$ cat config.mk
export PLATFORM = sky130hd
export DESIGN_NAME = countdown_core
export DESIGN_NICKNAME = d
export VERILOG_FILES = /design/src/rtl/countdown_pkg.sv /design/src/rtl/countdown_core_btn_qualify.sv /design/src/rtl/countdown_core.sv
export SDC_FILE = /design/constraint.sdc
export NUM_CORES = 1
export LEC_CHECK = 0
export ABC_AREA = 1
export BUFFER_PORTS_ARGS = -buffer_cell sky130_fd_sc_hd__buf_2
export CAP_MARGIN = 20
export CORE_MARGIN = 4
export CORE_UTILIZATION = 55
export CTS_BUF_LIST = sky130_fd_sc_hd__clkbuf_16
export CTS_CLUSTER_DIAMETER = 150
export CTS_CLUSTER_SIZE = 40
export DETAILED_ROUTE_END_ITERATION = 16
export GPL_TIMING_DRIVEN = 0
export PLACE_DENSITY = 0.75
export SLEW_MARGIN = 0
export SYNTH_ARGS = -nofsm -noshare
export SYNTH_HDL_FRONTEND = slang
export SYNTH_SLANG_ARGS = --single-unit
$ cat constraint.sdc
create_clock -name clk -period 6 [get_ports clk]
set_input_delay 0.6 -clock clk [delete_from_list [all_inputs] [get_ports clk]]
set_output_delay 0.6 -clock clk [all_outputs]
set_load 0.005 [all_outputs]
$ cat src/rtl/countdown_pkg.sv
// Shared definitions for the countdown timer slice.
//   state_t   : top-level FSM states
//   SEP       : separator nibble placed between hh/mm/ss in the display word
//   *_MAX     : highest legal value of each fixed-radix BCD digit
//   digit_max : per-digit wrap limit, digit index 0=sec1 .. 5=hr10
package countdown_pkg;

  typedef enum logic [1:0] {
    ST_IDLE,
    ST_RUN,
    ST_PAUSE,
    ST_DONE
  } state_t;

  localparam logic [3:0] SEP       = 4'hF;
  localparam logic [3:0] SEC1_MAX  = 4'd9;
  localparam logic [3:0] SEC10_MAX = 4'd5;
  localparam logic [3:0] MIN1_MAX  = 4'd9;
  localparam logic [3:0] MIN10_MAX = 4'd5;
  localparam logic [3:0] HR1_MAX   = 4'd9;

  function automatic logic [3:0] digit_max(input logic [2:0] idx,
                                           input logic [3:0] hr10_max);
    logic [3:0] m;
    case (idx)
      3'd0:    m = SEC1_MAX;
      3'd1:    m = SEC10_MAX;
      3'd2:    m = MIN1_MAX;
      3'd3:    m = MIN10_MAX;
      3'd4:    m = HR1_MAX;
      default: m = hr10_max;
    endcase
    return m;
  endfunction

endpackage

$ cat src/rtl/countdown_core_btn_qualify.sv
// Button press qualifier with optional auto-repeat.
//   clk, rst : system clock, asynchronous active-high reset
//   level    : raw button level
//   pulse    : one-cycle event when the held count reaches PRESS_CYC, then
//              (REPEAT_EN=1 only) every REPEAT_CYC cycles while still held
module btn_qualify #(
  parameter int unsigned PRESS_CYC  = 2_500_000,
  parameter int unsigned REPEAT_CYC = 25_000_000,
  parameter bit          REPEAT_EN  = 1'b1
) (
  input  logic clk,
  input  logic rst,
  input  logic level,
  output logic pulse
);

  localparam int unsigned MAXC = (PRESS_CYC > REPEAT_CYC) ? PRESS_CYC : REPEAT_CYC;
  localparam int unsigned W    = $clog2(MAXC + 1);

  // cnt counts toward the first press while !qual, then reuses itself as the
  // repeat-period counter once the press has qualified.
  logic [W-1:0] cnt;
  logic         qual;
  logic         press_hit;
  logic         repeat_hit;

  assign press_hit  = !qual && (cnt == W'(PRESS_CYC - 1));
  assign repeat_hit = qual && REPEAT_EN && (cnt == W'(REPEAT_CYC - 1));
  assign pulse      = level && (press_hit || repeat_hit);

  always_ff @(posedge clk or posedge rst) begin
    if (rst) begin
      cnt  <= '0;
      qual <= 1'b0;
    end else if (!level) begin
      cnt  <= '0;
      qual <= 1'b0;
    end else if (press_hit) begin
      cnt  <= '0;
      qual <= 1'b1;
    end else if (repeat_hit) begin
      cnt  <= '0;
    end else if (!qual || REPEAT_EN) begin
      cnt  <= cnt + 1'b1;
    end
  end

endmodule

$ cat src/rtl/countdown_core.sv
// HH:MM:SS countdown timer with button-driven digit editing.
//   clk, rst                         : clock, asynchronous active-high reset
//   up, down, left, right, start     : raw button levels
//   modify, mode                     : editing allowed when modify=1 and mode==MODE_ID
//   disp    : {hr10,hr1,F,min10,min1,F,sec10,sec1} BCD display word
//   cursor  : edited digit index 0=sec1 .. 5=hr10
//   running : high in RUN; done: one-cycle expiry pulse; blink: DONE flasher
module countdown_core
  import countdown_pkg::*;
#(
  parameter int unsigned TICK_DIV   = 100_000_000,
  parameter int unsigned PRESS_CYC  = 2_500_000,
  parameter int unsigned REPEAT_CYC = 25_000_000,
  parameter int unsigned HR10_MAX   = 9,
  parameter int unsigned MODE_ID    = 7
) (
  input  logic        clk,
  input  logic        rst,
  input  logic        up,
  input  logic        down,
  input  logic        left,
  input  logic        right,
  input  logic        start,
  input  logic        modify,
  input  logic [3:0]  mode,
  output logic [31:0] disp,
  output logic [2:0]  cursor,
  output logic        running,
  output logic        done,
  output logic        blink
);

  localparam int unsigned PW = $clog2(TICK_DIV + 1);

  state_t           state;
  logic [5:0][3:0]  dig;
  logic [5:0][3:0]  preset;
  logic [PW-1:0]    presc;

  logic ev_up, ev_down, ev_left, ev_right, ev_start;

  btn_qualify #(.PRESS_CYC(PRESS_CYC), .REPEAT_CYC(REPEAT_CYC), .REPEAT_EN(1'b1))
    u_up    (.clk(clk), .rst(rst), .level(up),    .pulse(ev_up));
  btn_qualify #(.PRESS_CYC(PRESS_CYC), .REPEAT_CYC(REPEAT_CYC), .REPEAT_EN(1'b1))
    u_down  (.clk(clk), .rst(rst), .level(down),  .pulse(ev_down));
  btn_qualify #(.PRESS_CYC(PRESS_CYC), .REPEAT_CYC(REPEAT_CYC), .REPEAT_EN(1'b0))
    u_left  (.clk(clk), .rst(rst), .level(left),  .pulse(ev_left));
  btn_qualify #(.PRESS_CYC(PRESS_CYC), .REPEAT_CYC(REPEAT_CYC), .REPEAT_EN(1'b0))
    u_right (.clk(clk), .rst(rst), .level(right), .pulse(ev_right));
  btn_qualify #(.PRESS_CYC(PRESS_CYC), .REPEAT_CYC(REPEAT_CYC), .REPEAT_EN(1'b0))
    u_start (.clk(clk), .rst(rst), .level(start), .pulse(ev_start));

  // Opposing events in the same cycle cancel out.
  logic inc, dec, mv_left, mv_right;
  assign inc      = ev_up   && !ev_down;
  assign dec      = ev_down && !ev_up;
  assign mv_left  = ev_left  && !ev_right;
  assign mv_right = ev_right && !ev_left;

  logic edit_en, nonzero, tick;
  assign edit_en = modify && (mode == 4'(MODE_ID));
  assign nonzero = |dig;
  assign tick    = (presc == PW'(TICK_DIV - 1));

  assign disp = {dig[5], dig[4], SEP, dig[3], dig[2], SEP, dig[1], dig[0]};

  // Next value of the digit under the cursor after an up/down event.
  logic [3:0] cur_max, cur_dig, cur_next;
  always_comb begin
    cur_max  = digit_max(cursor, 4'(HR10_MAX));
    cur_dig  = dig[cursor];
    cur_next = cur_dig;
    if (inc)
      cur_next = (cur_dig >= cur_max) ? '0 : cur_dig + 4'd1;
    else if (dec)
      cur_next = (cur_dig == '0) ? cur_max : cur_dig - 4'd1;
  end

  // One-second BCD decrement; a digit at zero wraps to its radix max and
  // borrows from the next. hr10 never borrows since RUN implies nonzero.
  logic [5:0][3:0] dec_val;
  logic            borrow;
  logic            dec_zero;
  always_comb begin
    dec_val = dig;
    borrow  = 1'b1;
    for (int unsigned i = 0; i < 6; i++) begin
      if (borrow) begin
        if (dig[i] == '0) begin
          dec_val[i] = digit_max(3'(i), 4'(HR10_MAX));
        end else begin
          dec_val[i] = dig[i] - 4'd1;
          borrow     = 1'b0;
        end
      end
    end
    dec_zero = (dec_val == '0);
  end

  always_ff @(posedge clk or posedge rst) begin
    if (rst) begin
      state   <= ST_IDLE;
      dig     <= '0;
      preset  <= '0;
      cursor  <= '0;
      presc   <= '0;
      running <= 1'b0;
      done    <= 1'b0;
      blink   <= 1'b0;
    end else begin
      done <= 1'b0;
      case (state)
        ST_IDLE: begin
          if (ev_start && nonzero) begin
            preset  <= dig;
            presc   <= '0;
            state   <= ST_RUN;
            running <= 1'b1;
          end else if (edit_en) begin
            // Digit change applies at the pre-move cursor position.
            dig[cursor] <= cur_next;
            if (mv_left)
              cursor <= (cursor == 3'd5) ? '0 : cursor + 3'd1;
            else if (mv_right)
              cursor <= (cursor == '0) ? 3'd5 : cursor - 3'd1;
          end
        end
        ST_RUN: begin
          if (ev_start) begin
            state   <= ST_PAUSE;
            running <= 1'b0;
          end else if (tick) begin
            presc <= '0;
            dig   <= dec_val;
            if (dec_zero) begin
              state   <= ST_DONE;
              running <= 1'b0;
              done    <= 1'b1;
            end
          end else begin
            presc <= presc + 1'b1;
          end
        end
        ST_PAUSE: begin
          if (ev_start) begin
            state   <= ST_RUN;
            running <= 1'b1;
          end
        end
        ST_DONE: begin
          if (ev_start) begin
            dig   <= preset;
            blink <= 1'b0;
            state <= ST_IDLE;
          end else if (tick) begin
            presc <= '0;
            blink <= !blink;
          end else begin
            presc <= presc + 1'b1;
          end
        end
        default: state <= ST_IDLE;
      endcase
    end
  end

endmodule

==> impl_metrics.xml <==
<?xml version="1.0" encoding="UTF-8"?>
<metrics>
  <group name="setup_path">
    <metric name="cpMaxStageDelayCell" unit="">sky130_fd_sc_hd__dfrtp_1</metric>
    <metric name="r2r_slack" unit="ns">2.70</metric>
    <metric name="worst_setup_path_end_kind" unit="">flop</metric>
    <metric name="worst-endpoint-required" unit="ns">6.43</metric>
    <metric name="critPathMaxStageDelay" unit="ns">0.41</metric>
    <metric name="cp.arrival" unit="ns">3.72</metric>
    <metric name="critPathMaxFanout" unit="">7</metric>
    <metric name="critical_path.cell_chain" unit="">buf_2, inv_1, nand3_1, inv_1, nand2_1, nand3_1, nor2_1, inv_1, ha_1, a21oi_1, nand3_1, nor2_1, nand3_1, nand2_1, nand2_1, a21boi_1</metric>
    <metric name="cp-start-kind" unit="">flop</metric>
    <metric name="cpMostUsedCell" unit="">sky130_fd_sc_hd__nand3_1</metric>
    <metric name="critPathKind" unit="">flop to flop</metric>
  </group>
  <group name="routing">
    <metric name="dr_total_vias" unit="">12211</metric>
    <metric name="route.antenna.remaining_nets" unit="">0</metric>
    <metric name="wire_length_after_detailed_routing" unit="mm">32.4</metric>
    <metric name="drtPass1Iterations" unit="">6</metric>
    <metric name="drtIter0Drc" unit="">1232</metric>
    <metric name="detail_route.drc_violations" unit="">0</metric>
    <metric name="viasPerCell" unit="">5.60</metric>
    <metric name="post_drt_wl_per_cell" unit="um">14.9</metric>
  </group>
  <group name="floorplan">
    <metric name="dieWidth" unit="um">161</metric>
    <metric name="num_io_pins" unit="">50</metric>
    <metric name="start_util" unit="%">56.5</metric>
    <metric name="design.core.area" unit="mm^2">0.0229</metric>
    <metric name="fp_rows" unit="">55</metric>
    <metric name="die-height" unit="um">161</metric>
    <metric name="die_area" unit="mm^2">0.0261</metric>
  </group>
  <group name="clock_tree">
    <metric name="clock_insertion_delay_worst_skew" unit="ns">0.49</metric>
    <metric name="cts-root-to-sink-buffers" unit="">3</metric>
    <metric name="cts_repair_resize_count" unit="">0</metric>
    <metric name="cts_htree_levels" unit="">1</metric>
    <metric name="cts_setup_buffers" unit="">0</metric>
    <metric name="path_clk_slew" unit="ns">0.15</metric>
    <metric name="cts_made_buffers" unit="">9</metric>
    <metric name="cts.sink_count" unit="">213</metric>
    <metric name="cts_root_buf" unit="">sky130_fd_sc_hd__clkbuf_16</metric>
    <metric name="hold_buffers" unit="">0</metric>
    <metric name="cts_tree" unit="">built</metric>
  </group>
  <group name="logic_synthesis">
    <metric name="dominant_register_cell_in_the_synthesized_netlist" unit="">sky130_fd_sc_hd__dfrtp_1</metric>
    <metric name="synth.mux.area_fraction" unit="%">0</metric>
    <metric name="syn-cell-area" unit="mm^2">0.0130</metric>
    <metric name="yosys_warnings" unit="">0</metric>
    <metric name="synth-simple-area-share" unit="%">34.9</metric>
    <metric name="yosys_register_bits" unit="">213</metric>
    <metric name="synth_adder_area_share" unit="%">1.64</metric>
    <metric name="library_cell_with_the_largest_summed_area_after_synthesis" unit="">sky130_fd_sc_hd__dfrtp_1</metric>
    <metric name="asyncSetResetFlopFracSynth" unit="%">100</metric>
    <metric name="synth_top_family_by_area" unit="">simple AND/OR/NAND/NOR gates</metric>
    <metric name="yosys.area_share.xor_xnor" unit="%">2.91</metric>
    <metric name="number_of_enable_type_register_cells_in_the_synthesized_netlist" unit="">0</metric>
    <metric name="synth.yosys.seq_area_share" unit="%">41.1</metric>
    <metric name="postSynthAreaPerCell" unit="um^2">7.18</metric>
    <metric name="post_synth_num_cell_types" unit="">50</metric>
    <metric name="postSynthCellCount" unit="">1805</metric>
    <metric name="compound_cell_area_share_of_the_yosys_netlist" unit="%">11.3</metric>
    <metric name="synth.top_cells.by_area" unit="">sky130_fd_sc_hd__dfrtp_1 41%, sky130_fd_sc_hd__nand2_1 12%, sky130_fd_sc_hd__nor2_1 7.6%</metric>
    <metric name="yosysTopAreaCellShare" unit="%">41.1</metric>
  </group>
  <group name="grt">
    <metric name="antenna_found_initial" unit="">0</metric>
    <metric name="most_utilized_layer_in_the_global_route_result" unit="">met2</metric>
    <metric name="grt_first_pass_wirelength" unit="mm">55.4</metric>
    <metric name="via_count_of_the_first_global_routing_pass" unit="">11554</metric>
    <metric name="grt_start_max_net_pins" unit="">41</metric>
    <metric name="grt_use_met2" unit="%">40.7</metric>
    <metric name="globalRouteTotalUtil" unit="%">25.0</metric>
    <metric name="globalRoute.totalOverflow" unit="">0</metric>
    <metric name="grt_util_met1" unit="%">36.1</metric>
    <metric name="globalRouteMet3Util" unit="%">3.16</metric>
  </group>
  <group name="sta">
    <metric name="fmax" unit="GHz">0.303</metric>
    <metric name="fin_skew" unit="ns">0.0510</metric>
    <metric name="postLayoutSetupSlackWorst" unit="ns">2.70</metric>
    <metric name="post-route-period-util" unit="%">54.9</metric>
    <metric name="totalNegativeSetupSlack" unit="ns">0</metric>
    <metric name="timing.slew.headroom" unit="%">31.4</metric>
    <metric name="period_needed" unit="ns">3.30</metric>
    <metric name="unrepaired_setup_endpoints_after_global_routing" unit="">false</metric>
    <metric name="final-setup-viol-count" unit="">0</metric>
    <metric name="final-hold-violation-count" unit="">0</metric>
    <metric name="final-max-slew-violation-count" unit="">0</metric>
    <metric name="worst_pin_slew" unit="ns">1.02</metric>
  </group>
  <group name="final_layout">
    <metric name="postLayoutCellArea" unit="mm^2">0.0140</metric>
    <metric name="finalNetCount" unit="">1899</metric>
    <metric name="synthToLayoutAreaGrowth" unit="%">7.74</metric>
    <metric name="n_antenna_cell" unit="">0</metric>
    <metric name="final_layout_size_suffix_gt1_share" unit="%">6.05</metric>
  </group>
  <group name="place">
    <metric name="post_place_instance_area" unit="mm^2">0.0137</metric>
    <metric name="gp_routability_congestion" unit="">0.945</metric>
    <metric name="place_worst_setup_slack" unit="ns">2.85</metric>
    <metric name="place.port_buffers" unit="">41</metric>
    <metric name="hpwl" unit="mm">24.3</metric>
  </group>
  <group name="flow_run">
    <metric name="maxCapViolCount" unit="">0</metric>
  </group>
  <group name="power_and_ir_drop">
    <metric name="vdd_ir_drop_max" unit="V">0.000164</metric>
    <metric name="p_leak" unit="nW">6.51</metric>
    <metric name="totalPowerFinal" unit="mW">2.37</metric>
    <metric name="power-per-cell-area" unit="mW/mm^2">170</metric>
  </group>
  <group name="worst_hold_path">
    <metric name="hold_path_class" unit="">primary input to async pin</metric>
  </group>
  <group name="status">
    <metric name="status" unit="">complete, no violations</metric>
  </group>
</metrics>
==> critical path: cells and delay by family (launching register included) <==
family | cells | cell delay (ns)
adders and majority gates | 1 | 0.35
AOI/OAI and AO/OA | 2 | 0.31
and+or+nand+nor | 9 | 1.63
DFF | 1 | 0.41
buffers and inverters | 4 | 0.54
==> final cells by class <==
class	count	area, um^2
Buffer	40	191
Clock buffer	9	225
Clock inverter	1	30.0
Fill cell	2103	8960
Inverter	228	860
Multi-Input combinational cell	1331	6610
Sequential cell	213	5330
Tap cell	313	392
Timing Repair Buffer	47	325
==> logic make-up (layout without fill, tap and decap cells) <==
kind of cell / Yosys count / count (layout)
AOI/OAI and AO/OA: 253 / 253
xor gates and xnor gates: 43 / 43
adders and majority gates: 17 / 17
buffers and inverters: 268 / 325
DFF: 213 / 213
other: 1 / 8
and+or+nand+nor: 1010 / 1010
==> placed cells by master (no fill, tap or decap), types with 27 or more instances in the layout <==
cell type	n
sky130_fd_sc_hd__a21oi_1	67
sky130_fd_sc_hd__xor2_1	40
sky130_fd_sc_hd__nor3_1	87
sky130_fd_sc_hd__o21ai_0	108
sky130_fd_sc_hd__nand4_1	65
sky130_fd_sc_hd__nand3_1	111
sky130_fd_sc_hd__dfrtp_1	213
sky130_fd_sc_hd__nor2_1	261
sky130_fd_sc_hd__inv_1	214
sky130_fd_sc_hd__nand2_1	409
sky130_fd_sc_hd__buf_2	47
sky130_fd_sc_hd__nor4_1	27
==> metal layers <==
metal,routed length [um],share of wire (%)
met4,597,1.8
met2,14800,46
met3,2100,6.5
met1,14900,46
met5,0,0
==> power breakdown <==
group,internal (mW),switching (mW)
clock,0.284,0.460
combinational,0.0509,0.113
sequential,1.45,0.0151
==> final timing paths <==
check	from	end	cells past startpoint
worst max-delay path	cursor[0]	flop	16
worst min-delay path	rst	u_left.cnt[3]	2
worst max register to register	cursor[0]	flop	16
worst min register to register	u_up.cnt[0]	u_up.cnt[0]	1
max in group asynchronous	rst	done	7
min in group clk	left	u_left.qual	3
==> metrics by stage <==
stage / cells / utilization [%] / hold WS, ns
floorplan: 1812 / - / 0.433
global placement: 2166 / 59.3 / 0.454
detailed placement: 2172 / 59.8 / 0.458
CTS: 2182 / 60.9 / 0.0744
global route: 2182 / 60.9 / 0.0872
finish: 2182 / 60.9 / 0.0760
==> synth_stat cells (all sizes together), types with 24 or more instances <==
cell,number
a21boi,24
a21oi,67
dfrtp,213
inv,225
nand2,418
nand3,112
nand4,65
nor2,275
nor3,89
nor4,28
o21ai,114
xor2,40
No activity file was read; power rests on OpenSTA's default activity.
